<file path="src/rtl/random_word_pkg.sv">
// rtl/random_word_pkg.sv - shared types and constants for the random word generator.
package random_word_pkg;

  localparam int          WORD_W    = 32;
  localparam logic [31:0] LFSR_POLY = 32'h80200003;
  localparam logic [31:0] LFSR_SEED = 32'hACE12468;

  typedef enum logic [1:0] {
    ST_FILL = 2'd0,
    ST_HOLD = 2'd1,
    ST_FAIL = 2'd2
  } state_e;

  // Right-shifting Galois step: feedback bit is the LSB shifted out.
  function automatic logic [WORD_W-1:0] lfsr_next(input logic [WORD_W-1:0] s);
    return s[0] ? ((s >> 1) ^ LFSR_POLY) : (s >> 1);
  endfunction

endpackage

</file>
<file path="src/rtl/rng_health_rct.sv">
// rtl/rng_health_rct.sv - repetition count health test on the raw sample stream.
module rng_health_rct #(
  parameter int REP_LIMIT = 32
) (
  input  logic clk,
  input  logic rst,
  input  logic sample,
  input  logic sample_valid,
  output logic trip
);

  logic       prev_q, prev_d;
  logic [7:0] cnt_q, cnt_d;

  always_comb begin
    prev_d = prev_q;
    cnt_d  = cnt_q;
    if (sample_valid) begin
      prev_d = sample;
      if (cnt_q == 8'd0 || sample != prev_q) begin
        cnt_d = 8'd1;
      end else if (cnt_q != 8'hFF) begin
        cnt_d = cnt_q + 8'd1;
      end
    end
  end

  // Trips on the very sample that reaches the limit, so the caller can react next cycle.
  assign trip = sample_valid && (cnt_d == 8'(REP_LIMIT));

  always_ff @(posedge clk) begin
    if (rst) begin
      prev_q <= 1'b0;
      cnt_q  <= 8'd0;
    end else begin
      prev_q <= prev_d;
      cnt_q  <= cnt_d;
    end
  end

endmodule

</file>
<file path="src/rtl/random_word_gen.sv">
// rtl/random_word_gen.sv - debiased, LFSR-whitened 32-bit random word source with health test.
module random_word_gen
  import random_word_pkg::*;
#(
  parameter int REP_LIMIT   = 32,
  parameter int SYNC_STAGES = 2
) (
  input  logic              clk_clk,
  input  logic              reset_reset,
  input  logic              noise_in,
  input  logic              sample_en,
  input  logic              rd_ack,
  output logic [WORD_W-1:0] random_export,
  output logic              random_valid,
  output logic              health_fail
);

  localparam int CNT_W = $clog2(WORD_W);

  logic [SYNC_STAGES-1:0] sync_q, sync_d;
  logic [SYNC_STAGES:0]   sync_ext;
  logic                   sync_bit;

  state_e              state_q, state_d;
  logic [WORD_W-1:0]   export_q, export_d;
  logic                valid_q, valid_d;
  logic                fail_q, fail_d;
  logic [WORD_W-1:0]   lfsr_q, lfsr_d;
  logic [WORD_W-1:0]   acc_q, acc_d;
  logic [CNT_W-1:0]    bit_cnt_q, bit_cnt_d;
  logic                pair_full_q, pair_full_d;
  logic                pair_first_q, pair_first_d;

  logic                bit_ok;
  logic [WORD_W-1:0]   acc_next;
  logic [WORD_W-1:0]   lfsr_adv;
  logic                rct_valid;
  logic                trip;

  assign sync_ext = {sync_q, noise_in};
  assign sync_d   = sync_ext[SYNC_STAGES-1:0];
  assign sync_bit = sync_q[SYNC_STAGES-1];

  assign rct_valid = sample_en && (state_q != ST_FAIL);

  rng_health_rct #(
    .REP_LIMIT(REP_LIMIT)
  ) u_rct (
    .clk          (clk_clk),
    .rst          (reset_reset),
    .sample       (sync_bit),
    .sample_valid (rct_valid),
    .trip         (trip)
  );

  assign acc_next = {acc_q[WORD_W-2:0], pair_first_q};
  assign lfsr_adv = lfsr_next(lfsr_q);

  always_comb begin
    state_d      = state_q;
    export_d     = export_q;
    valid_d      = valid_q;
    fail_d       = fail_q;
    lfsr_d       = lfsr_q;
    acc_d        = acc_q;
    bit_cnt_d    = bit_cnt_q;
    pair_full_d  = pair_full_q;
    pair_first_d = pair_first_q;
    bit_ok       = 1'b0;

    unique case (state_q)
      ST_FILL: begin
        if (sample_en) begin
          if (!pair_full_q) begin
            pair_full_d  = 1'b1;
            pair_first_d = sync_bit;
          end else begin
            pair_full_d = 1'b0;
            bit_ok      = (pair_first_q != sync_bit);
          end
        end
        if (bit_ok) begin
          acc_d     = acc_next;
          lfsr_d    = lfsr_adv;
          bit_cnt_d = bit_cnt_q + 1'b1;
          if (bit_cnt_q == CNT_W'(WORD_W - 1)) begin
            export_d = acc_next ^ lfsr_adv;
            valid_d  = 1'b1;
            state_d  = ST_HOLD;
          end
        end
      end
      ST_HOLD: begin
        if (rd_ack) begin
          valid_d     = 1'b0;
          bit_cnt_d   = '0;
          pair_full_d = 1'b0;
          state_d     = ST_FILL;
        end
      end
      default: begin
      end
    endcase

    // A health trip overrides completion and acknowledge in the same cycle.
    if (trip) begin
      state_d  = ST_FAIL;
      fail_d   = 1'b1;
      valid_d  = 1'b0;
      export_d = '0;
    end
  end

  always_ff @(posedge clk_clk) begin
    if (reset_reset) begin
      sync_q       <= '0;
      state_q      <= ST_FILL;
      export_q     <= '0;
      valid_q      <= 1'b0;
      fail_q       <= 1'b0;
      lfsr_q       <= LFSR_SEED;
      acc_q        <= '0;
      bit_cnt_q    <= '0;
      pair_full_q  <= 1'b0;
      pair_first_q <= 1'b0;
    end else begin
      sync_q       <= sync_d;
      state_q      <= state_d;
      export_q     <= export_d;
      valid_q      <= valid_d;
      fail_q       <= fail_d;
      lfsr_q       <= lfsr_d;
      acc_q        <= acc_d;
      bit_cnt_q    <= bit_cnt_d;
      pair_full_q  <= pair_full_d;
      pair_first_q <= pair_first_d;
    end
  end

  assign random_export = export_q;
  assign random_valid  = valid_q;
  assign health_fail   = fail_q;

endmodule

</file>
<file path="config.mk">
export PLATFORM = sky130hd
export DESIGN_NAME = random_word_gen
export DESIGN_NICKNAME = d
export VERILOG_FILES = /design/src/rtl/random_word_pkg.sv /design/src/rtl/rng_health_rct.sv /design/src/rtl/random_word_gen.sv
export SDC_FILE = /design/constraint.sdc
export NUM_CORES = 1
export LEC_CHECK = 0
export CORE_MARGIN = 10
export CORE_UTILIZATION = 35
export CTS_CLUSTER_SIZE = 30
export DETAILED_ROUTE_END_ITERATION = 10
export PLACE_DENSITY = 0.5
export SYNTH_ARGS = -nofsm -noshare
export SYNTH_HDL_FRONTEND = slang
export SYNTH_SLANG_ARGS = --single-unit
export TNS_END_PERCENT = 10
</file>
<file path="constraint.sdc">
create_clock -name clk_clk -period 2.7 [get_ports clk_clk]
set_input_delay 0.54 -clock clk_clk [delete_from_list [all_inputs] [get_ports clk_clk]]
set_output_delay 0.54 -clock clk_clk [all_outputs]
set_load 0.05 [all_outputs]
</file>
==> results of run 1 <==
-- cells in the final DEF (no fill, tap or decap), types with 2 or more instances in the layout --
cell and count:
sky130_fd_sc_hd__dfxtp_1 116, sky130_fd_sc_hd__and3_1 5, sky130_fd_sc_hd__nor3_1 8, sky130_fd_sc_hd__nor2_1 39, sky130_fd_sc_hd__nor2b_1 3, sky130_fd_sc_hd__nand3_1 20, sky130_fd_sc_hd__a211oi_1 31, sky130_fd_sc_hd__o21ai_0 3
sky130_fd_sc_hd__buf_4 10, sky130_fd_sc_hd__mux2i_1 4, sky130_fd_sc_hd__a21oi_1 65, sky130_fd_sc_hd__clkbuf_16 17, sky130_fd_sc_hd__clkinv_2 4, sky130_fd_sc_hd__xor2_1 4, sky130_fd_sc_hd__inv_1 5, sky130_fd_sc_hd__clkdlybuf4s50_1 37
sky130_fd_sc_hd__buf_12 3, sky130_fd_sc_hd__ha_1 4, sky130_fd_sc_hd__clkbuf_8 2, sky130_fd_sc_hd__nand2b_1 2, sky130_fd_sc_hd__nand2_1 144, sky130_fd_sc_hd__xnor2_1 36, sky130_fd_sc_hd__a31oi_1 5, sky130_fd_sc_hd__nand4_1 2
sky130_fd_sc_hd__clkbuf_1 8
-- final timing paths --
| path | startpoint | endpoint | slack [ns] | cells after the start |
|---|---|---|---|---|
| min reg2reg | health_fail | health_fail | 0.45 | 2 |
| max reg2reg | u_rct.cnt_q[0] | random_export[22] | 0.26 | 8 |
| min | health_fail | health_fail | 0.45 | 2 |
| max | u_rct.cnt_q[0] | random_export[22] | 0.26 | 8 |
-- final cells by class --
cell class              count  area (µm²)
clock buffers              27         483
clock inverters             5        50.0
fillers                  1377        7390
inverters                   5        18.8
multi-input cells         394        2140
flip-flops and latches    116        2320
well taps                 176         220
repair buffers             51         510
-- worst max-delay path: cells and delay by family, from the launching register on --
family,cells,cell delay [ns]
AOI/OAI and AO/OA,2,0.44
adders and majority gates,1,0.21
buffers and inverters,1,0.32
DFF,1,0.34
and+or+nand+nor,4,0.98
-- flip-flops by register name (all words and copies together), names as in the netlist, 2 cells and up --
name	count
acc_q	31
bit_cnt_q	5
lfsr_q	32
random_export	32
sync_q	2
u_rct.cnt_q	8
-- layer usage --
metal	up-vias	global-route usage
li1	1932	-
met2	56	0.177
met1	1718	0.141
met4	0	0.0586
met3	9	0.0393
met5	-	0
-- power breakdown --
group,switching [mW],internal (mW),leakage [nW]
Combinational,0.0704,0.0405,0.726
Sequential,0.0118,1.73,0.936
Clock,0.730,1.31,0.263
Total,0.813,3.07,1.93
-- metrics by stage --
stage / util / instances / cell area, µm² / hold slack (ns) / setup slack [ns]
2_1_floorplan: - / 554 / 4660 / 0.414 / 0.0638
3_3_place_gp: 0.397 / 742 / 5210 / 0.438 / 0.0642
3_5_place_dp: 0.397 / 742 / 5210 / 0.453 / 0.00378
4_1_cts: 0.437 / 774 / 5750 / 0.461 / 0.233
5_1_grt: 0.437 / 774 / 5750 / 0.484 / 0.135
6_report: 0.437 / 774 / 5750 / 0.454 / 0.261
-- cells by family after synthesis --
family,share of synthesized area
XOR/XNOR,0.0752
AND/OR/NAND/NOR,0.217
multiplexers,0.00859
AO/OA/AOI/OAI,0.146
adder cells (fa/ha/maj),0.0107
flip-flops,0.498
buffers and inverters,0.0440
==> metrics.log, run 1 <==
INFO  metric status = finished clean
INFO  metric max_stage_delay = 0.54 ns
INFO  metric peakVddDrop = between 0.4 and 0.5 mV
INFO  metric transition_time_of_the_tightest_slew_check_pin = about 0.7 ns
INFO  metric grt_use_total = 0.115
INFO  metric synth.yosys.warnings = 0
INFO  metric cts.hold.buffers_added = 0
INFO  metric met1_layer_wirelength_in_the_final_routing = between 4000 and 5000 µm
INFO  metric finalSetupTns = 0 ns
INFO  metric holdCritPathClass = reg -> reg
INFO  metric initial_antenna_violation_count = 0
INFO  metric clock_period_minus_worst_slack = roughly 2.4 ns
INFO  metric worst_setup_path_start_kind = flop
INFO  metric rsz0062_at_grt = false
INFO  metric skew = between 0.01 and 0.015 ns
INFO  metric clock_tree_from_tritoncts = yes
INFO  metric synth-async-reset-ratio = 0
INFO  metric ys_top_cells_by_area = sky130_fd_sc_hd__dfxtp_1 50%, sky130_fd_sc_hd__nand2_1 12%, sky130_fd_sc_hd__a21oi_1 7.0%
INFO  metric clkTransAtPathRegs = roughly 0.050 ns
INFO  metric io_buffers = 38
INFO  metric synth_most_common_cell = sky130_fd_sc_hd__nand2_1
INFO  metric postCtsSetupBuffers = 0
INFO  metric worstPathRequired = approximately 3.0 ns
INFO  metric timing.critical_path.to_type = flop
INFO  metric final_hpwl_dp = about 6400 µm
INFO  metric yosysUniqueCellTypes = 43
INFO  metric clock.fmax = approximately 400 MHz
INFO  metric synthesis.instances = approximately 550
INFO  metric synth_seq_area_share = 0.498
INFO  metric met3_length = about 530 µm
INFO  metric worst_case_clock_buffer_depth = 2
INFO  metric crit_arrival = about 2.7 ns
INFO  metric number_of_synthesized_flops_with_an_enable_pin = 0
INFO  metric critical_path_peak_fanout = 20
INFO  metric dr.first_iter.drc_count = between 200 and 250
INFO  metric route.detailed.vias_per_inst = around 4.8
INFO  metric drt_wl_total = around 10000 µm
INFO  metric placer_congestion_estimate = around 0.8
INFO  metric vias_in_the_first_global_route = 3539
INFO  metric io-pin-count = 39
INFO  metric area_delta_synth_final = 23.3%
INFO  metric cts.repair.resized = 0
INFO  metric route.detailed.wl_per_inst = roughly 13 µm
INFO  metric post_synth_instance_area = roughly 4700 µm²
INFO  metric ctsRootBufferMaster = sky130_fd_sc_hd__clkbuf_16
INFO  metric ys_seq_elements = approximately 120
INFO  metric final_net_count = 594
INFO  metric avgSynthCellArea = 8.41 µm²
INFO  metric max_cap_violations = 0
INFO  metric layout-drive-gt1-share = 0.0786
INFO  metric syn-num-nets = 563
INFO  metric chipHeight = roughly 140 µm
INFO  metric maximum_number_of_pins_on_one_net_before_global_route_repair = 70
INFO  metric max-slew-margin-rel = 0.538
INFO  metric grt_overflow_total = 0
INFO  metric powerDensity = roughly 680 nW/µm²
INFO  metric route.vias.total = 3715
INFO  metric worst-setup-path-type = reg -> reg
INFO  metric diodes = 0
INFO  metric clock_sinks = roughly 120
INFO  metric floorplan.initialDensity = 0.355
INFO  metric core = between 10000 and 15000 µm²
INFO  metric power.leakage = approximately 1.9 nW
INFO  metric fraction_of_the_cycle_the_final_worst_path_needs = 0.904
INFO  metric setup-violations-final = 0
INFO  metric yosysTopAreaCellShare = 0.498
INFO  metric route.met2.wl = approximately 4700 µm
INFO  metric number_of_levels_in_the_clock_h_tree = 4
INFO  metric routed.top_layer = met4
INFO  metric detail_route.drc_violations = 0
INFO  metric die-width = 135 µm
INFO  metric clk_latency = 0.41 ns
INFO  metric yosys-top-cells-count = 144 x sky130_fd_sc_hd__nand2_1, 116 x sky130_fd_sc_hd__dfxtp_1, 65 x sky130_fd_sc_hd__a21oi_1
INFO  metric final-hold-violation-count = 0
INFO  metric crit_slowest_cell = sky130_fd_sc_hd__or4_4
INFO  metric crit_path_cell_trace = ha_1 -> and3_1 -> nand2_1 -> nand2_2 -> or4_4 -> o41ai_4 -> buf_4 -> a211oi_1
INFO  metric die_area = 18300 µm²
INFO  metric grt_first_pass_wirelength = 17000 µm
INFO  metric synthFlopType = sky130_fd_sc_hd__dfxtp_1
INFO  metric tritoncts.num_buffers = 17
INFO  metric drt_pass1_iterations = 4
INFO  metric site_rows = 42
INFO  metric timing.final.max_slew_violations = 0
INFO  metric synthDominantAreaCellType = sky130_fd_sc_hd__dfxtp_1
INFO  metric total_power = about 3.9 mW
INFO  metric drt.antenna.violating_nets = 0
Power figures use the tool's default switching activity.
==> run 2, diff against run 1 <==
- CORE_MARGIN: 10 -> 2
==> metrics.log, run 2 (same netlist as run 1, synthesis figures left out) <==
INFO  metric worst_setup_path_start_kind = flop (unchanged)
INFO  metric postCtsSetupBuffers = 0 (unchanged)
INFO  metric finalCoreUtilization = 0.456 (was 0.437)
INFO  metric initial_antenna_violation_count = 0 (unchanged)
INFO  metric dr.first_iter.drc_count = 174 (was 239)
INFO  metric layout.cells.non_filler = 775 (was 774)
INFO  metric io_buffers = 38 (unchanged)
INFO  metric drt_pass1_iterations = 4 (unchanged)
INFO  metric final_net_count = 595 (was 594)
INFO  metric seq_power_share = 0.369 (was 0.447)
INFO  metric die-width = 119 µm (was 135 µm)
INFO  metric maximum_number_of_pins_on_one_net_before_global_route_repair = 70 (unchanged)
INFO  metric core = 13100 µm² (unchanged)
INFO  metric placedInstanceArea = 5230 µm² (was 5210 µm²)
INFO  metric finalInstanceArea = 5990 µm² (was 5750 µm²)
INFO  metric regArea = 2320 µm² (unchanged)
INFO  metric finalSetupTns = 0 ns (unchanged)
INFO  metric dp_cells = 743 (was 742)
INFO  metric cp-startpoint = u_rct.cnt_q[0] (unchanged)
INFO  metric comb_power_share = 0.024 (was 0.029)
INFO  metric p_int = 3.83 mW (was 3.07 mW)
INFO  metric clk_latency = 0.41 ns (about the same)
INFO  metric worst_case_clock_buffer_depth = 2 (unchanged)
INFO  metric regToRegStartpoint = u_rct.cnt_q[0] (unchanged)
INFO  metric worstPathRequired = 2.99 ns (was 2.98 ns)
INFO  metric diodes = 0 (unchanged)
INFO  metric timing.final.max_slew_violations = 0 (unchanged)
INFO  metric timing.critical_path.to_type = flop (unchanged)
INFO  metric clock_tree_from_tritoncts = yes (unchanged)
INFO  metric power.leakage = 2.03 nW (was 1.93 nW)
INFO  metric clkTransAtPathRegs = 0.05 ns (about the same)
INFO  metric transition_time_of_the_tightest_slew_check_pin = 0.711 ns (was 0.693 ns)
INFO  metric worst-setup-path-type = reg -> reg (unchanged)
INFO  metric die_area = 14300 µm² (was 18300 µm²)
INFO  metric ctsRootBufferMaster = sky130_fd_sc_hd__clkbuf_16 (unchanged)
INFO  metric power.switching = 882 µW (was 813 µW)
INFO  metric setup-violations-final = 0 (unchanged)
INFO  metric powerDensity = 787 nW/µm² (was 676 nW/µm²)
INFO  metric number_of_levels_in_the_clock_h_tree = 4 (unchanged)
INFO  metric site_rows = 42 (unchanged)
INFO  metric mostFrequentLayoutCells = 144 x sky130_fd_sc_hd__nand2_1, 116 x sky130_fd_sc_hd__dfxtp_1, 65 x sky130_fd_sc_hd__a21oi_1, 39 x sky130_fd_sc_hd__nor2_1, 37 x sky130_fd_sc_hd__clkdlybuf4s50_1 (unchanged)
INFO  metric chipHeight = 119 µm (was 135 µm)
INFO  metric setup.worst_path.end = random_export[3] (was random_export[22])
INFO  metric grt_use_total = 0.148 (was 0.115)
INFO  metric fraction_of_the_cycle_the_final_worst_path_needs = 0.892 (was 0.904)
INFO  metric skew = 0.00478 ns (was 0.0131 ns)
INFO  metric finalWorstSetupSlack = 0.291 ns (was 0.261 ns)
INFO  metric grt_overflow_total = 0 (unchanged)
INFO  metric tritoncts.num_buffers = 17 (unchanged)
INFO  metric power.share.switching = 0.187 (was 0.209)
INFO  metric io-pin-count = 39 (unchanged)
INFO  metric clock_period_minus_worst_slack = 2.41 ns (was 2.44 ns)
INFO  metric timing.reg2reg.setup_slack = 0.29 ns (was 0.26 ns)
INFO  metric layout-drive-gt1-share = 0.0935 (was 0.0786)
INFO  metric floorplan.initialDensity = 0.355 (unchanged)
INFO  metric drt_wl_total = 9850 µm (was 10100 µm)
INFO  metric route.vias.total = 3702 (was 3715)
INFO  metric peakVddDrop = 0.402 mV (was 0.466 mV)
INFO  metric drt.antenna.violating_nets = 0 (unchanged)
INFO  metric final-hold-violation-count = 0 (unchanged)
INFO  metric vias_in_the_first_global_route = 3503 (was 3539)
INFO  metric reg2regPathDepth = 8 (unchanged)
INFO  metric part_of_the_power_in_the_clock_network = 0.607 (was 0.524)
INFO  metric grt_first_pass_wirelength = 16700 µm (was 17000 µm)
INFO  metric route.detailed.vias_per_inst = 4.78 (was 4.80)
INFO  metric route.detailed.wl_per_inst = 12.7 µm (was 13.0 µm)
INFO  metric status = finished clean (unchanged)
INFO  metric crit_arrival = 2.70 ns (was 2.72 ns)
INFO  metric clock.fmax = 415 MHz (was 410 MHz)
INFO  metric r2r_end = random_export[3] (was random_export[22])
INFO  metric cts.repair.resized = 0 (unchanged)
INFO  metric holdCritPathClass = reg -> reg (unchanged)
INFO  metric total_power = 4.71 mW (was 3.89 mW)
INFO  metric multi_input_area = 2140 µm² (unchanged)
INFO  metric cts.hold.buffers_added = 0 (unchanged)
INFO  metric layout.cells.most_common = sky130_fd_sc_hd__nand2_1 (unchanged)
INFO  metric filler_cell_count = 1306 (was 1377)
INFO  metric rsz0062_at_grt = false (unchanged)
INFO  metric holdWs = 0.445 ns (was 0.454 ns)
INFO  metric placer_congestion_estimate = 0.830 (was 0.799)
INFO  metric max-slew-margin-rel = 0.526 (was 0.538)
INFO  metric clock_sinks = 116 (unchanged)
INFO  metric dp_slack = 0.0447 ns (was 0.00378 ns)
INFO  metric area_delta_synth_final = 28.5% (was 23.3%)
INFO  metric critical_path_peak_fanout = 13 (was 20)
INFO  metric final_hpwl_dp = 6080 µm (was 6370 µm)
INFO  metric detail_route.drc_violations = 0 (unchanged)
INFO  metric max_cap_violations = 0 (unchanged)
[run 2: worst min path at each step]
stage                      from  depth (start not counted)           to  slack, ns
floorplan             sync_q[0]                          1    sync_q[1]       0.41
global placement    health_fail                          2  health_fail       0.43
detailed placement  health_fail                          2  health_fail       0.44
CTS                 health_fail                          2  health_fail       0.45
global route          sync_q[0]                          1    sync_q[1]       0.48
finish              health_fail                          2  health_fail       0.45
[run 2: metal layers]
layer  global-route usage  vias up  part of all wire
li1                     -     1928                 -
met1                0.186     1713              0.49
met2                0.232       48              0.46
met3               0.0489       13             0.036
met4               0.0640        0             0.017
met5                    0        -                 0
[run 2: layout make-up]
cell class	count	area share
inverter	5	0.00314
multi-input combinational	394	0.358
clock inverter	13	0.0500
sequential	116	0.388
timing repair buffer	52	0.0886
tap	176	0.0368
clock buffer	19	0.0757
[run 2: critical path, cell delays in order, from the launching register on]
cell and delay (ns):
sky130_fd_sc_hd__dfxtp_1 0.34, sky130_fd_sc_hd__ha_1 0.22, sky130_fd_sc_hd__and3_1 0.22, sky130_fd_sc_hd__nand2_1 0.14, sky130_fd_sc_hd__nand2_2 0.08, sky130_fd_sc_hd__or4_4 0.53
sky130_fd_sc_hd__o41ai_4 0.42, sky130_fd_sc_hd__buf_4 0.26, sky130_fd_sc_hd__a211oi_1 0.07
[run 2: power groups by stage]
stage | Combinational (mW) | Sequential, mW | Clock [mW]
2_1_floorplan | 0.0790 | 1.77 | 0
3_3_place_gp | 0.112 | 1.77 | 0
3_5_place_dp | 0.113 | 1.77 | 0
4_1_cts | 0.113 | 1.74 | 2.92
5_1_grt | 0.124 | 1.74 | 2.99
6_report | 0.111 | 1.74 | 2.86
==> run 3, diff against run 2 <==
- CAP_MARGIN: unset -> 20
==> results of run 3 <==
Final layout, timing and power as in run 2 (identical DEF).
